`config.mk`:
```
export PLATFORM = sky130hd
export DESIGN_NAME = serial_priority_encoder_flat
export DESIGN_NICKNAME = d
export VERILOG_FILES = /design/src/rtl/serial_priority_encoder_if.sv /design/src/rtl/serial_priority_encoder.sv /design/src/flat_wrapper.sv
export SDC_FILE = /design/constraint.sdc
export NUM_CORES = 1
export LEC_CHECK = 0
export ABC_CLOCK_PERIOD_IN_PS = 1600
export CAP_MARGIN = 0
export CORE_MARGIN = 2
export CORE_UTILIZATION = 50
export CTS_BUF_LIST = sky130_fd_sc_hd__clkbuf_8
export CTS_CLUSTER_SIZE = 28
export DETAILED_ROUTE_END_ITERATION = 12
export GPL_TIMING_DRIVEN = 1
export HOLD_SLACK_MARGIN = 0.08
export PLACE_DENSITY_LB_ADDON = 0.05
export SYNTH_ARGS = -nofsm -noshare
export SYNTH_HDL_FRONTEND = slang
export SYNTH_SLANG_ARGS = --single-unit
```
`constraint.sdc`:
```
create_clock -name clock -period 1.6 [get_ports clock]
set_input_delay 0.24 -clock clock [delete_from_list [all_inputs] [get_ports clock]]
set_output_delay 0.24 -clock clock [all_outputs]
set_load 0.03 [all_outputs]
```
`src/rtl/serial_priority_encoder_if.sv`:
```
// Request/index handshake bundle for serial_priority_encoder.
// The master drives the controls and the request vector; the slave (encoder) returns the index stream.
interface serial_priority_encoder_if #(
  parameter int WIDTH = 8
);
  localparam int IDX_W = $clog2(WIDTH);

  logic             enable;
  logic             load;
  logic [WIDTH-1:0] d;
  logic             ready;
  logic             valid;
  logic [IDX_W-1:0] idx;
  logic             busy;
  logic             done;

  modport master (
    output enable, load, d, ready,
    input  valid, idx, busy, done
  );

  modport slave (
    input  enable, load, d, ready,
    output valid, idx, busy, done
  );
endinterface

```
`src/rtl/serial_priority_encoder.sv`:
```
// Captures a request vector and emits the index of each set bit, highest first, one per handshake.
// Optional feature macro: LOAD_MERGE_EN (OR a Load received while busy into the pending set).
module serial_priority_encoder #(
  parameter int WIDTH = 8
) (
  input  logic                      clock,
  input  logic                      resetn,
  serial_priority_encoder_if.slave  bus
);
  localparam int IDX_W = $clog2(WIDTH);

  typedef enum logic {IDLE = 1'b0, BUSY = 1'b1} state_t;

  state_t           state_reg, state_next;
  logic [WIDTH-1:0] pending_reg, pending_next;
  logic             done_reg, done_next;
  logic [WIDTH-1:0] clear_mask;
  logic [WIDTH-1:0] merge_bits;
  logic [IDX_W-1:0] top_idx;
  logic             hs;

  // Ascending scan so the highest set bit is the last one to win.
  always_comb begin
    top_idx = '0;
    for (int i = 0; i < WIDTH; i++) begin
      if (pending_reg[i]) top_idx = IDX_W'(i);
    end
  end

  assign hs = (state_reg == BUSY) & bus.ready & bus.enable;

  genvar gi;
  generate
    for (gi = 0; gi < WIDTH; gi++) begin : g_clear
      assign clear_mask[gi] = hs && (top_idx == IDX_W'(gi));
    end
  endgenerate

`ifdef LOAD_MERGE_EN
  assign merge_bits = bus.load ? bus.d : '0;
`else
  assign merge_bits = '0;
`endif

  // State register
  always_ff @(posedge clock or negedge resetn) begin
    if (!resetn) begin
      state_reg   <= IDLE;
      pending_reg <= '0;
      done_reg    <= 1'b0;
    end else if (bus.enable) begin
      state_reg   <= state_next;
      pending_reg <= pending_next;
      done_reg    <= done_next;
    end else begin
      // A frozen cycle must not stretch a Done pulse once Enable returns.
      done_reg    <= 1'b0;
    end
  end

  // Next-state logic
  always_comb begin
    state_next   = state_reg;
    pending_next = pending_reg;
    done_next    = 1'b0;
    case (state_reg)
      IDLE: begin
        if (bus.load) begin
          if (bus.d != '0) begin
            pending_next = bus.d;
            state_next   = BUSY;
          end else begin
            done_next = 1'b1;
          end
        end
      end
      BUSY: begin
        // Handshake clear is applied before any merged bits are added.
        pending_next = (pending_reg & ~clear_mask) | merge_bits;
        if (pending_next == '0) begin
          state_next = IDLE;
          done_next  = 1'b1;
        end
      end
      default: begin
        state_next   = IDLE;
        pending_next = '0;
      end
    endcase
  end

  // Output decode
  always_comb begin
    bus.valid = (state_reg == BUSY);
    bus.busy  = (state_reg == BUSY);
    bus.idx   = (state_reg == BUSY) ? top_idx : '0;
    bus.done  = done_reg & bus.enable;
  end
endmodule

```
`src/flat_wrapper.sv`:
```
// flat-port wrapper written by rule: the top's interface ports become plain ports
module serial_priority_encoder_flat 
#(
  parameter int WIDTH = 8
)
  (clock, resetn, bus_enable, bus_load, bus_d, bus_ready, bus_valid, bus_idx, bus_busy, bus_done);
  serial_priority_encoder_if #(.WIDTH(WIDTH)) bus_i ();
  input  logic clock;
  input  logic resetn;
  input wire logic [$bits(bus_i.enable)-1:0] bus_enable;
  input wire logic [$bits(bus_i.load)-1:0] bus_load;
  input wire logic [$bits(bus_i.d)-1:0] bus_d;
  input wire logic [$bits(bus_i.ready)-1:0] bus_ready;
  output wire logic [$bits(bus_i.valid)-1:0] bus_valid;
  output wire logic [$bits(bus_i.idx)-1:0] bus_idx;
  output wire logic [$bits(bus_i.busy)-1:0] bus_busy;
  output wire logic [$bits(bus_i.done)-1:0] bus_done;
  assign bus_i.enable = bus_enable;
  assign bus_i.load = bus_load;
  assign bus_i.d = bus_d;
  assign bus_i.ready = bus_ready;
  assign bus_valid = bus_i.valid;
  assign bus_idx = bus_i.idx;
  assign bus_busy = bus_i.busy;
  assign bus_done = bus_i.done;
  serial_priority_encoder #(.WIDTH(WIDTH)) u_core (.clock(clock), .resetn(resetn), .bus(bus_i));
endmodule
```
== Word-level counts from Yosys, hierarchy flattened ==
Cells that the tools add are included.

* Equal/unequal tests: 9
* Bitwise operators: 6
* Reduce and logical (&&, ||, !) cells: 12
* Muxes and demuxes: 20

{| class="wikitable"
|+ Operators with widths
! cell !! number
|-
| 3-bit 2-to-1 mux || 7
|-
| 8-bit 2-to-1 mux || 2
|-
| 8-bit one-hot mux with 2 select lines || 1
|-
| 3-bit == test (second input constant) || 4
|-
| 8-bit AND || 1
|-
| 1-bit logical AND || 8
|-
| 8-bit zero test || 1
|-
| 1-bit 2-to-1 mux || 8
|-
| 8-bit NOT || 1
|-
| 8-bit nonzero test || 1
|-
| 3-bit by 2-bit == test with 1-bit output (second input constant) || 2
|-
| 1-bit one-hot mux with 2 select lines || 2
|-
| 1-bit AND || 3
|-
| 3-bit by 1-bit == test with 1-bit output (second input constant) || 1
|-
| 3-bit zero test || 1
|-
| 3-bit AND reduction || 1
|-
| 2-bit by 1-bit != test with 1-bit output (second input constant) || 1
|-
| 2-bit != test (second input constant) || 1
|-
| 1-bit NOT || 1
|}

* Register bits: 10
* Input bits: 13

== Longest topological paths before layout ==
Gate-level depths: netlist of the first run.

* Word-level depth: 15
* Gate-level depth with buffers: 6

== Worst setup path before layout of the first run ==
No wires, ideal clock.

* Path type: reg-to-output
* From: register u_core.state_reg, in the netlist u_core.bus.busy
* To: output port bus_idx[0]
* Required time: 1.360 ns
* Setup slack: -0.118 ns
* Cell stages (with the launch flop): 4
* Buffers on the path: 1
* Arrival time: 1.478 ns
* Cell sequence: dfrtp_1 > buf_2 > inv_1 > a21oi_1

* Longest elaborated chain between the ends: 1

{| class="wikitable"
|+ Ends and longest elaborated chain
! what !! line !! source
|-
| start, declared || serial_priority_encoder.sv:14 || <nowiki>state_t state_reg, state_next;</nowiki>
|-
| start signal, assigned || serial_priority_encoder.sv:52 || <nowiki>state_reg <= state_next;</nowiki>
|-
| 3-bit 2-to-1 mux || serial_priority_encoder.sv:96 || <nowiki>bus.idx = (state_reg == BUSY) ? top_idx : '0;</nowiki>
|-
| end, declared || flat_wrapper.sv:15 || <nowiki>output wire logic [$bits(bus_i.idx)-1:0] bus_idx;</nowiki>
|}

No other way between the ends.

== Worst setup path in the final report of the first run ==
* From: register u_core.pending_reg[2]
* To: output port bus_idx[0]

* Longest elaborated chain between the ends: 7

{| class="wikitable"
|+ Ends and longest elaborated chain
! what !! line !! source
|-
| start, declared || serial_priority_encoder.sv:15 || <nowiki>logic [WIDTH-1:0] pending_reg, pending_next;</nowiki>
|-
| start signal, assigned || serial_priority_encoder.sv:53 || <nowiki>pending_reg <= pending_next;</nowiki>
|-
| 3-bit 2-to-1 mux (6 in series) || serial_priority_encoder.sv:26 || <nowiki>if (pending_reg[i]) top_idx = IDX_W'(i);</nowiki>
|-
| 3-bit 2-to-1 mux || serial_priority_encoder.sv:96 ||
|}

No other way between the ends.

==> metrics.log, run 1 <==
[metrics] result of the run: complete, no violations
[metrics] FMAX: 628 MHz
[metrics] flip-flop count of the largest register after layout: 8
[metrics] overall die height: 43.1 um
[metrics] Mapped Avg Cell Area: 9.32 sq um
[metrics] count of buffering cells on the critical path with inverters included: 1
[metrics] aggregate global routing overflow: 0
[metrics] total cell area at the placement stage: 0.00104 sq mm
[metrics] buffers added on ports: 18
[metrics] IR drop worst, VDD: 0.00130 V
[metrics] via count: around 800
[metrics] proportion of synthesized chip area in sequential cells: 0.327
[metrics] # fillers: 90
[metrics] synthesized net count: 95
[metrics] area leader, netlist: sky130_fd_sc_hd__dfrtp_1
[metrics] final hold violation count: 0
[metrics] clock tree from TritonCTS: built
[metrics] Total GRT Usage: 0.264
[metrics] CP startpoint kind: register
[metrics] synthesis-to-finish area growth: 57.8%
[metrics] reported leakage power: 0.587 nW
[metrics] first-pass GRT wire length: 3.53 mm
[metrics] worst path required time: 1360 ps
[metrics] area share of the largest cell type after synthesis: 0.327
[metrics] Diodes inserted: 0
[metrics] cell area power density: 1900 mW/mm^2
[metrics] headroom to the max-slew limit: 0.682
[metrics] cell with the most instances after synthesis: sky130_fd_sc_hd__dfrtp_1
[metrics] Worst-Skew Late Latency: between 200 and 250 ps
[metrics] post-layout net count: 133
[metrics] slowest stage delay, CP: between 300 and 400 ps
[metrics] number of global-route vias before repair: 783
[metrics] Setup Skew: just over 7 ps
[metrics] critical path peak fanout: 2
[metrics] distinct cell type count of the synthesized netlist: 34
[metrics] Clock Power Share: 0.141
[metrics] first-pass detailed-route iteration total: 4
[metrics] number of violations reported at the end of detailed-routing iteration 0: 28
[metrics] number of remaining DRC errors: 0
[metrics] CTS sink count: 10
[metrics] clock root buffer: sky130_fd_sc_hd__clkbuf_8
[metrics] post-detailed-route count of antenna-violating nets: 0
[metrics] Initial Utilization: 0.520
[metrics] post-route total power: about 2.3 mW
[metrics] Worst setup EP type: output pin
[metrics] number of pins with negative max-slew slack in the final report: 0
[metrics] maximum buffer depth of the clock tree: 2
[metrics] Combinational Power Share: 0.630
[metrics] number of warning messages in the yosys log: 0
[metrics] synthesized flop and latch total: 10
[metrics] ratio of cells with drive above 1 in the final layout: 0.395
[metrics] share of power burned in registers: 0.229
[metrics] overall die area: 0.00186 sq mm
[metrics] ratio of routed vias to standard cells: 5.99
[metrics] cell with the largest stage delay on the worst path: sky130_fd_sc_hd__dfrtp_1
[metrics] number of setup violations in the final report: 0
[metrics] width of the die: 43.1 um
[metrics] part of the cycle the worst path needs: 0.995
[metrics] level count of the clock H-tree: 1
[metrics] number of violations of the max-capacitance limit: 0
[metrics] area used by sequential logic in the layout: between 200 and 300 sq um
[metrics] start of the worst register-to-register path: u_core.pending_reg[2]
[metrics] final non-filler cell area: 0.00121 sq mm
[metrics] family with the most delay on the worst path: compound AO/OA/AOI/OAI gates
[metrics] Num CTS Buffers: 3
[metrics] area of the multi-input gates: 528 sq um
[metrics] share of synthesized registers carrying an async set or reset: 1.00
[metrics] CTS Hold Buffers Added: 0
[metrics] number of antenna violations at the first check in global routing: 0
[metrics] Arr. time, crit path: roughly 1400 ps
[metrics] critical setup path kind: reg2out
[metrics] Int Pwr: approximately 1.3 mW
[metrics] most common library cells after synthesis: sky130_fd_sc_hd__dfrtp_1, sky130_fd_sc_hd__a22o_1, sky130_fd_sc_hd__a21oi_1
[metrics] destination of the worst register-to-register timing path: u_core.bus.busy
[metrics] most area-consuming cells after synthesis: sky130_fd_sc_hd__dfrtp_1, sky130_fd_sc_hd__a22o_1, sky130_fd_sc_hd__a21o_1
[metrics] worst-path cell chain: nand2b_4 > a211o_1 > a21oi_2 > buf_6
[metrics] total length of routed wires: 2.14 mm
[metrics] IO Count: 19
[metrics] Cells after Synth: 82
[metrics] largest net degree at the start of global routing: 11
[metrics] final RePlAce weighted congestion: 0.845
[metrics] routed length per placed instance: approximately 16 um
[metrics] type of the tightest min-delay check: in2async
[metrics] CORE AREA: 0.00147 sq mm
[metrics] slack of the worst reg-to-reg path: 20 ps
[metrics] unrepaired setup endpoints after global routing: true
[metrics] clock transition at the registers of the reported paths: roughly 50 ps
[metrics] prevailing post-synth register cell: sky130_fd_sc_hd__dfrtp_1
[metrics] Worst Max-Slew Pin Slew: about 480 ps
[metrics] post-synthesis cell area: around 760 sq um
[metrics] clock period minus final worst setup slack: 1590 ps
[metrics] number of rows created at floorplan: 14
[metrics] fraction of power spent switching nets: 0.448
[metrics] detailed-placement wirelength estimate: between 1.5 and 2 mm
[metrics] switching component of the power: around 1.0 mW
[metrics] EDFF count, synth: 0
[metrics] path depth of the worst reg2reg path: 6
metrics by stage:
step | hold slack, ps | setup TNS [ps] | std cells | util | setup WS [ps]
final | 317 | 0 | 135 | 0.820 | 8.47
after global routing | 337 | -41.2 | 135 | 0.820 | -30.0
after CTS | 340 | -2.34 | 135 | 0.785 | -2.34
after detailed placement | 521 | -3480 | 128 | 0.710 | -436
after global placement | 524 | -2530 | 128 | 0.710 | -315
after floorplan | -55.6 | -56.4 | 82 | - | -56.4
how the worst max path moves through the flow:
stage,to,from,depth (start not counted)
4_1_cts,u_core.pending_reg[3],bus_d[3],7
2_1_floorplan,bus_idx[0],u_core.pending_reg[2],3
3_3_place_gp,u_core.pending_reg[6],bus_d[5],7
5_1_grt,bus_idx[0],u_core.pending_reg[2],4
3_5_place_dp,u_core.pending_reg[3],bus_d[6],7
6_report,bus_idx[0],u_core.pending_reg[2],4
final cells by class:
| type | instances | area share |
|---|---|---|
| Sequential cell | 10 | 0.211 |
| Inverter | 4 | 0.0124 |
| Timing Repair Buffer | 37 | 0.277 |
| Tap cell | 16 | 0.0166 |
| Multi-Input combinational cell | 64 | 0.438 |
| Clock buffer | 4 | 0.0456 |
placed cells by master (no fill, tap or decap), types with 3 or more instances in the layout:
master | Yosys | routed
sky130_fd_sc_hd__a21oi_2 | 2 | 3
sky130_fd_sc_hd__o21ai_0 | 4 | 4
sky130_fd_sc_hd__a21o_1 | 5 | 5
sky130_fd_sc_hd__a22o_1 | 7 | 7
sky130_fd_sc_hd__nor4_4 | 1 | 3
sky130_fd_sc_hd__nor2_1 | 5 | 3
sky130_fd_sc_hd__clkdlybuf4s50_1 | 0 | 7
sky130_fd_sc_hd__o21bai_1 | 3 | 3
sky130_fd_sc_hd__dlymetal6s2s_1 | 0 | 7
sky130_fd_sc_hd__clkbuf_8 | 0 | 4
sky130_fd_sc_hd__dfrtp_1 | 10 | 7
sky130_fd_sc_hd__nand2_1 | 5 | 5
sky130_fd_sc_hd__a21oi_1 | 6 | 5
sky130_fd_sc_hd__buf_4 | 2 | 22
sky130_fd_sc_hd__inv_1 | 3 | 3
sky130_fd_sc_hd__dfrtp_2 | 0 | 3
power groups by stage:
stage	sequential [mW]	combinational (mW)	clock [mW]
global placement	0.504	1.29	0
finish	0.526	1.45	0.325
CTS	0.504	1.38	0.328
global route	0.538	1.55	0.341
floorplan	0.488	0.886	0
detailed placement	0.503	1.30	0
cell families after synthesis:
group / Yosys count / share of synthesized area
flip-flops: 10 / 0.327
AO/OA/AOI/OAI: 38 / 0.376
buffers and inverters: 8 / 0.0605
AND/OR/NAND/NOR: 26 / 0.236
per-layer routing:
layer / wire length (um) / track usage
met3: 166 / 0.0681
met2: 1050 / 0.415
met4: 55 / 0.127
met5: 0 / 0
met1: 864 / 0.332
what timing repair did:
action / CTS / global route
gates resized for setup: 5 / 16
pin swaps: 2 / 6
endpoints found under the setup margin: 9 / 13
buffers inserted: 3 / 0
Power figures use the tool's default switching activity.
==> run 2, diff against run 1 <==
- CORE_MARGIN: 2 -> 5
==> metrics.log, run 2 (synthesized netlist as in run 1, its figures left out) <==
[metrics] Worst Max-Slew Pin Slew: 510 ps (+34.2 ps)
[metrics] violations in the final reports: setup timing
[metrics] number of violations of the max-capacitance limit: 0 (unchanged)
[metrics] worst setup slack after placement: -338 ps (+97.9 ps)
[metrics] Combinational Power Share: 0.651 (+0.021)
[metrics] ratio of routed vias to standard cells: 6.06 (+1.2%)
[metrics] slack of the worst reg-to-reg path: -30 ps (-50 ps)
[metrics] final RePlAce weighted congestion: 0.889 (+5.2%)
[metrics] Final Worst Setup Slack: -38.2 ps (-46.6 ps)
[metrics] fraction of power spent switching nets: 0.451 (+0.00359)
[metrics] number of antenna violations at the first check in global routing: 0 (unchanged)
[metrics] most common cell after layout, fill and taps aside: sky130_fd_sc_hd__buf_4
[metrics] overall die height: 49.1 um (+14%)
[metrics] critical path peak fanout: 5 (+3)
[metrics] CTS Hold Buffers Added: 0 (unchanged)
[metrics] part of the cycle the worst path needs: 1.02 (+0.0291)
[metrics] Initial Utilization: 0.520 (unchanged)
[metrics] CORE AREA: 0.00147 sq mm (unchanged)
[metrics] buffers added on ports: 18 (unchanged)
[metrics] FMAX: 610 MHz (-2.8%)
[metrics] first-pass detailed-route iteration total: 4 (unchanged)
[metrics] number of rows created at floorplan: 14 (unchanged)
[metrics] Diodes inserted: 0 (unchanged)
[metrics] overall die area: 0.00241 sq mm (+30%)
[metrics] Setup Skew: 0.830 ps (-6.24 ps)
[metrics] detailed-placement wirelength estimate: 1.68 mm (+3.7%)
[metrics] Clock Power Share: 0.130 (-0.011)
[metrics] clock period minus final worst setup slack: 1640 ps (+46.6 ps)
[metrics] Total GRT Usage: 0.204 (-0.0602)
[metrics] post-layout net count: 141 (+6.0%)
[metrics] number of standard cells in the layout, taps in and fillers out: 143 (+5.9%)
[metrics] total length of routed wires: 2.51 mm (+18%)
[metrics] IO Count: 19 (unchanged)
[metrics] number of pins with negative max-slew slack in the final report: 0 (unchanged)
[metrics] routed length per placed instance: 17.6 um (+11%)
[metrics] number of remaining DRC errors: 0 (unchanged)
[metrics] critical setup path kind: reg2out
[metrics] final hold violation count: 0 (unchanged)
[metrics] via count: 866 (+7.2%)
[metrics] switching component of the power: 1.13 mW (+9.6%)
[metrics] number of global-route vias before repair: 816 (+4.2%)
[metrics] number of violations reported at the end of detailed-routing iteration 0: 28 (unchanged)
[metrics] largest net degree at the start of global routing: 13 (+2)
[metrics] ratio of cells with drive above 1 in the final layout: 0.457 (+0.0617)
[metrics] reported leakage power: 0.584 nW (-0.61%)
[metrics] aggregate global routing overflow: 0 (unchanged)
[metrics] CTS sink count: 10 (unchanged)
[metrics] placed cell count: 130 (+1.6%)
[metrics] unrepaired setup endpoints after global routing: true
[metrics] worst path required time: 1360 ps (about the same)
[metrics] width of the die: 49.1 um (+14%)
[metrics] post-detailed-route count of antenna-violating nets: 0 (unchanged)
[metrics] IR drop worst, VDD: 0.00149 V (+14%)
[metrics] synthesis-to-finish area growth: 64.6%
[metrics] number of setup violations in the final report: 3 (+3)
[metrics] Worst setup EP type: output pin
[metrics] level count of the clock H-tree: 1 (unchanged)
[metrics] headroom to the max-slew limit: 0.659 (-0.0229)
[metrics] Arr. time, crit path: 1400 ps (+50 ps)
[metrics] result of the run: finished with violations
[metrics] cell area power density: 1980 mW/mm^2 (+4.2%)
[metrics] Int Pwr: 1.37 mW (+8.1%)
[metrics] flip-flop count of the largest register after layout: 8 (unchanged)
[metrics] clock root buffer: sky130_fd_sc_hd__clkbuf_8
[metrics] share of power burned in registers: 0.219 (-0.010)
[metrics] CP startpoint kind: register
[metrics] clock transition at the registers of the reported paths: 50 ps (about the same)
[metrics] Num CTS Buffers: 3 (unchanged)
[metrics] Worst-Skew Late Latency: 240 ps (about the same)
[metrics] Final Core Density: 0.855 (+0.0357)
[metrics] first-pass GRT wire length: 3.80 mm (+7.6%)
[metrics] type of the tightest min-delay check: in2async
[metrics] maximum buffer depth of the clock tree: 2 (unchanged)
[metrics] clock tree from TritonCTS: built
[metrics] most frequent cells in the layout: sky130_fd_sc_hd__buf_4, sky130_fd_sc_hd__clkdlybuf4s50_1, sky130_fd_sc_hd__a22o_1
-- run 2: cell types whose count changed in the layout (fill, tap and decap cells not counted), moves of 2 or more --
cell	before	now
sky130_fd_sc_hd__dlymetal6s2s_1	7	0
sky130_fd_sc_hd__buf_4	22	28
sky130_fd_sc_hd__dlygate4sd2_1	0	5
sky130_fd_sc_hd__a21oi_2	3	1
sky130_fd_sc_hd__a21oi_4	0	2
sky130_fd_sc_hd__buf_6	1	3
sky130_fd_sc_hd__clkdlybuf4s50_1	7	9
sky130_fd_sc_hd__dfrtp_1	7	5
sky130_fd_sc_hd__dfrtp_2	3	5
-- run 2: per-stage QoR --
stage / hold slack (ps) / setup TNS, ps / instance area (sq um) / power, mW
floorplan: -55.6 / -56.4 / 766 / 1.37
global placement: 538 / -2040 / 1060 / 1.80
detailed placement: 545 / -2780 / 1060 / 1.82
CTS: 346 / -12.8 / 1160 / 2.20
global route: 370 / -306 / 1260 / 2.64
finish: 340 / -90.2 / 1260 / 2.50
-- run 2: layout make-up --
type | count | area [sq um]
well taps | 16 | 20.0
inverters | 4 | 15.0
fillers | 87 | 213
flip-flops and latches | 10 | 256
multi-input cells | 64 | 534
clock buffers | 4 | 55.1
repair buffers | 45 | 378
-- run 2: layer usage --
layer / part of all wire / global-route usage / routed length (um)
met1: 0.41 / 0.262 / 1030
met2: 0.49 / 0.322 / 1230
met3: 0.074 / 0.0428 / 186
met4: 0.027 / 0.0897 / 68
met5: 0 / 0 / 0
-- run 2: path summary, 6_finish.rpt --
path | startpoint | end | cells after the start
setup / recovery | u_core.pending_reg[3] | bus_idx[0] | 4
hold / removal | resetn | u_core.pending_reg[5] | 1
max in group asynchronous | resetn | u_core.pending_reg[7] | 1
hold reg to reg | u_core.pending_reg[0] | u_core.pending_reg[0] | 1
min in group clock | bus_d[1] | u_core.pending_reg[1] | 2
setup reg to reg | u_core.pending_reg[3] | u_core.bus.busy | 6
-- run 2: power by group through the flow --
stage                     registers (mW)  logic, mW  clock network (mW)
after detailed placement           0.504       1.31                   0
after global placement             0.503       1.29                   0
after floorplan                    0.488      0.886                   0
after CTS                          0.512       1.36               0.327
after global routing               0.562       1.73               0.350
final                              0.546       1.63               0.325
-- run 2: worst max-delay path, cell delays in order, from the launching register on --
cell	delay, ps
sky130_fd_sc_hd__dfrtp_1	420
sky130_fd_sc_hd__inv_2	90
sky130_fd_sc_hd__a211o_1	360
sky130_fd_sc_hd__a21oi_2	150
sky130_fd_sc_hd__buf_6	140
-- run 2: timing repair --
| item | CTS | global route |
|---|---|---|
| pin swaps | 6 | 7 |
| buffers inserted | 3 | 6 |
| endpoints found under the setup margin | 10 | 12 |
| resized for setup | 12 | 13 |
==> run 3, diff against run 2 <==
- CORE_UTILIZATION: 50 -> 47
- CTS_BUF_LIST: sky130_fd_sc_hd__clkbuf_8 -> not set
==> metrics.log, run 3 (synthesized netlist as in run 1, its figures left out) <==
[metrics] area of the multi-input gates: 512 sq um (-4.2%)
[metrics] Worst Max-Slew Pin Slew: 507 ps (-2.72 ps)
[metrics] most common cell after layout, fill and taps aside: sky130_fd_sc_hd__buf_4
[metrics] slack of the worst reg-to-reg path: -30 ps (about the same)
[metrics] largest net degree at the start of global routing: 11 (-2)
[metrics] number of violations of the max-capacitance limit: 0 (unchanged)
[metrics] ratio of cells with drive above 1 in the final layout: 0.449 (-0.00787)
[metrics] number of pins with negative max-slew slack in the final report: 0 (unchanged)
[metrics] most frequent cells in the layout: sky130_fd_sc_hd__buf_4, sky130_fd_sc_hd__clkdlybuf4s50_1, sky130_fd_sc_hd__a22o_1
[metrics] maximum buffer depth of the clock tree: 2 (unchanged)
[metrics] IR drop worst, VDD: 0.00119 V (-20%)
[metrics] hold path start: bus_d[2]
[metrics] level count of the clock H-tree: 1 (unchanged)
[metrics] Diodes inserted: 0 (unchanged)
[metrics] CTS sink count: 10 (unchanged)
[metrics] reported leakage power: 0.579 nW (-0.76%)
[metrics] IO Count: 19 (unchanged)
[metrics] CORE AREA: 0.00152 sq mm (+3.6%)
[metrics] number of standard cells in the layout, taps in and fillers out: 143 (unchanged)
[metrics] width of the die: 50.3 um (+2.5%)
[metrics] critical path peak fanout: 4 (-1)
[metrics] result of the run: finished with violations
[metrics] first-pass GRT wire length: 3.77 mm (-0.89%)
[metrics] part of the cycle the worst path needs: 1.04 (+0.0158)
[metrics] CP startpoint kind: register
[metrics] FMAX: 601 MHz (-1.5%)
[metrics] # fillers: 110 (+26%)
[metrics] first-pass detailed-route iteration total: 4 (unchanged)
[metrics] Total GRT Usage: 0.193 (-0.0107)
[metrics] number of violations reported at the end of detailed-routing iteration 0: 34 (+21%)
[metrics] via count: 846 (-2.3%)
[metrics] clock root buffer: sky130_fd_sc_hd__clkbuf_4
[metrics] detailed-placement wirelength estimate: 1.77 mm (+5.2%)
[metrics] final hold violation count: 0 (unchanged)
[metrics] violations in the final reports: setup timing
[metrics] number of remaining DRC errors: 0 (unchanged)
[metrics] aggregate global routing overflow: 0 (unchanged)
[metrics] headroom to the max-slew limit: 0.661 (+0.00182)
[metrics] final RePlAce weighted congestion: 0.884 (-0.51%)
[metrics] Worst Hold Depth: 2
[metrics] Initial Utilization: 0.502 (-0.0179)
[metrics] Worst Hold Path EP: u_core.pending_reg[2]
[metrics] destination of the worst register-to-register timing path: u_core.done_reg
[metrics] Arr. time, crit path: 1420 ps (+20 ps)
[metrics] clock transition at the registers of the reported paths: 80 ps (+30 ps)
[metrics] number of global-route vias before repair: 806 (-1.2%)
[metrics] path depth of the worst reg2reg path: 6 (unchanged)
[metrics] post-detailed-route count of antenna-violating nets: 0 (unchanged)
[metrics] synthesis-to-finish area growth: 60.9%
[metrics] Worst setup EP type: output pin
[metrics] cell area power density: 1970 mW/mm^2 (-0.80%)
[metrics] placed cell count: 129 (-0.77%)
[metrics] clock tree from TritonCTS: built
[metrics] overall die height: 50.3 um (+2.5%)
[metrics] routed length per placed instance: 17.5 um (-0.48%)
[metrics] start of the worst register-to-register path: u_core.pending_reg[4]
[metrics] post-route total power: 2.42 mW (-3.1%)
[metrics] ratio of routed vias to standard cells: 5.92 (-2.3%)
[metrics] area used by sequential logic in the layout: 255 sq um (-0.49%)
[metrics] critical setup path kind: reg2out
[metrics] Worst-Skew Late Latency: 270 ps (+30 ps)
[metrics] post-layout net count: 141 (unchanged)
[metrics] total length of routed wires: 2.50 mm (-0.48%)
[metrics] number of antenna violations at the first check in global routing: 0 (unchanged)
[metrics] number of setup violations in the final report: 4 (+1)
[metrics] type of the tightest min-delay check: in2reg
[metrics] clock period minus final worst setup slack: 1660 ps (+25.2 ps)
[metrics] worst path required time: 1360 ps (about the same)
[metrics] Num CTS Buffers: 3 (unchanged)
[metrics] overall die area: 0.00253 sq mm (+5.1%)
[metrics] number of rows created at floorplan: 14 (unchanged)
[metrics] Final Worst Setup Slack: -63.4 ps (-25.2 ps)
[metrics] Setup Skew: 6.86 ps (+6.03 ps)
[metrics] buffers added on ports: 18 (unchanged)
[metrics] unrepaired setup endpoints after global routing: true
[metrics] flip-flop count of the largest register after layout: 8 (unchanged)
run 3: cell type report:
type                    instances  area share
repair buffers                 45       0.315
multi-input cells              64       0.416
flip-flops and latches         10       0.208
inverters                       4      0.0153
well taps                      16      0.0163
clock buffers                   4      0.0295
run 3: routing by layer:
metal / global-route usage / part of all wire
met1: 0.240 / 0.40
met5: 0 / 0
met2: 0.331 / 0.52
met4: 0.0851 / 0.021
met3: 0.0237 / 0.057
run 3: power by group:
part           internal [mW]  switching, mW  total (mW)
sequential             0.369          0.162       0.531
clock                  0.138         0.0985       0.237
combinational          0.817          0.837        1.65
total                   1.32           1.10        2.42
run 3: worst max-delay path: stages (launching register included):
cell	delay (ps)
sky130_fd_sc_hd__dfrtp_1	480
sky130_fd_sc_hd__buf_4	210
sky130_fd_sc_hd__a21oi_4	40
sky130_fd_sc_hd__buf_4	150
sky130_fd_sc_hd__a21oi_2	140
sky130_fd_sc_hd__buf_6	140
run 3: timing repair:
item,in CTS,in global routing
pin swaps,5,6
endpoints found under the setup margin,11,13
buffers inserted,1,9
hold buffers,0,0
hold endpoints to repair,0,0
resized for setup,9,15
run 3: how the worst max path moves through the flow:
| stage | endpoint | from | cells past startpoint | slack (ps) |
|---|---|---|---|---|
| after global placement | u_core.pending_reg[2] | bus_d[6] | 6 | -270 |
| after detailed placement | u_core.pending_reg[2] | bus_d[2] | 7 | -300 |
| after floorplan | bus_idx[0] | u_core.pending_reg[2] | 3 | -60 |
| after CTS | bus_idx[0] | u_core.pending_reg[2] | 4 | -90 |
| final | bus_idx[0] | u_core.pending_reg[7] | 5 | -60 |
| after global routing | bus_idx[0] | u_core.pending_reg[7] | 5 | -110 |
run 3: per-stage QoR:
step	setup TNS [ps]	instance area, sq um	hold WS [ps]	setup WS (ps)	utilization
6_report	-130	1230	280	-63.4	0.807
5_1_grt	-383	1230	291	-112	0.807
4_1_cts	-142	1110	307	-93.5	0.731
3_5_place_dp	-2510	1050	526	-302	0.690
3_3_place_gp	-2190	1050	529	-270	0.690
2_1_floorplan	-56.4	766	-55.6	-56.4	-
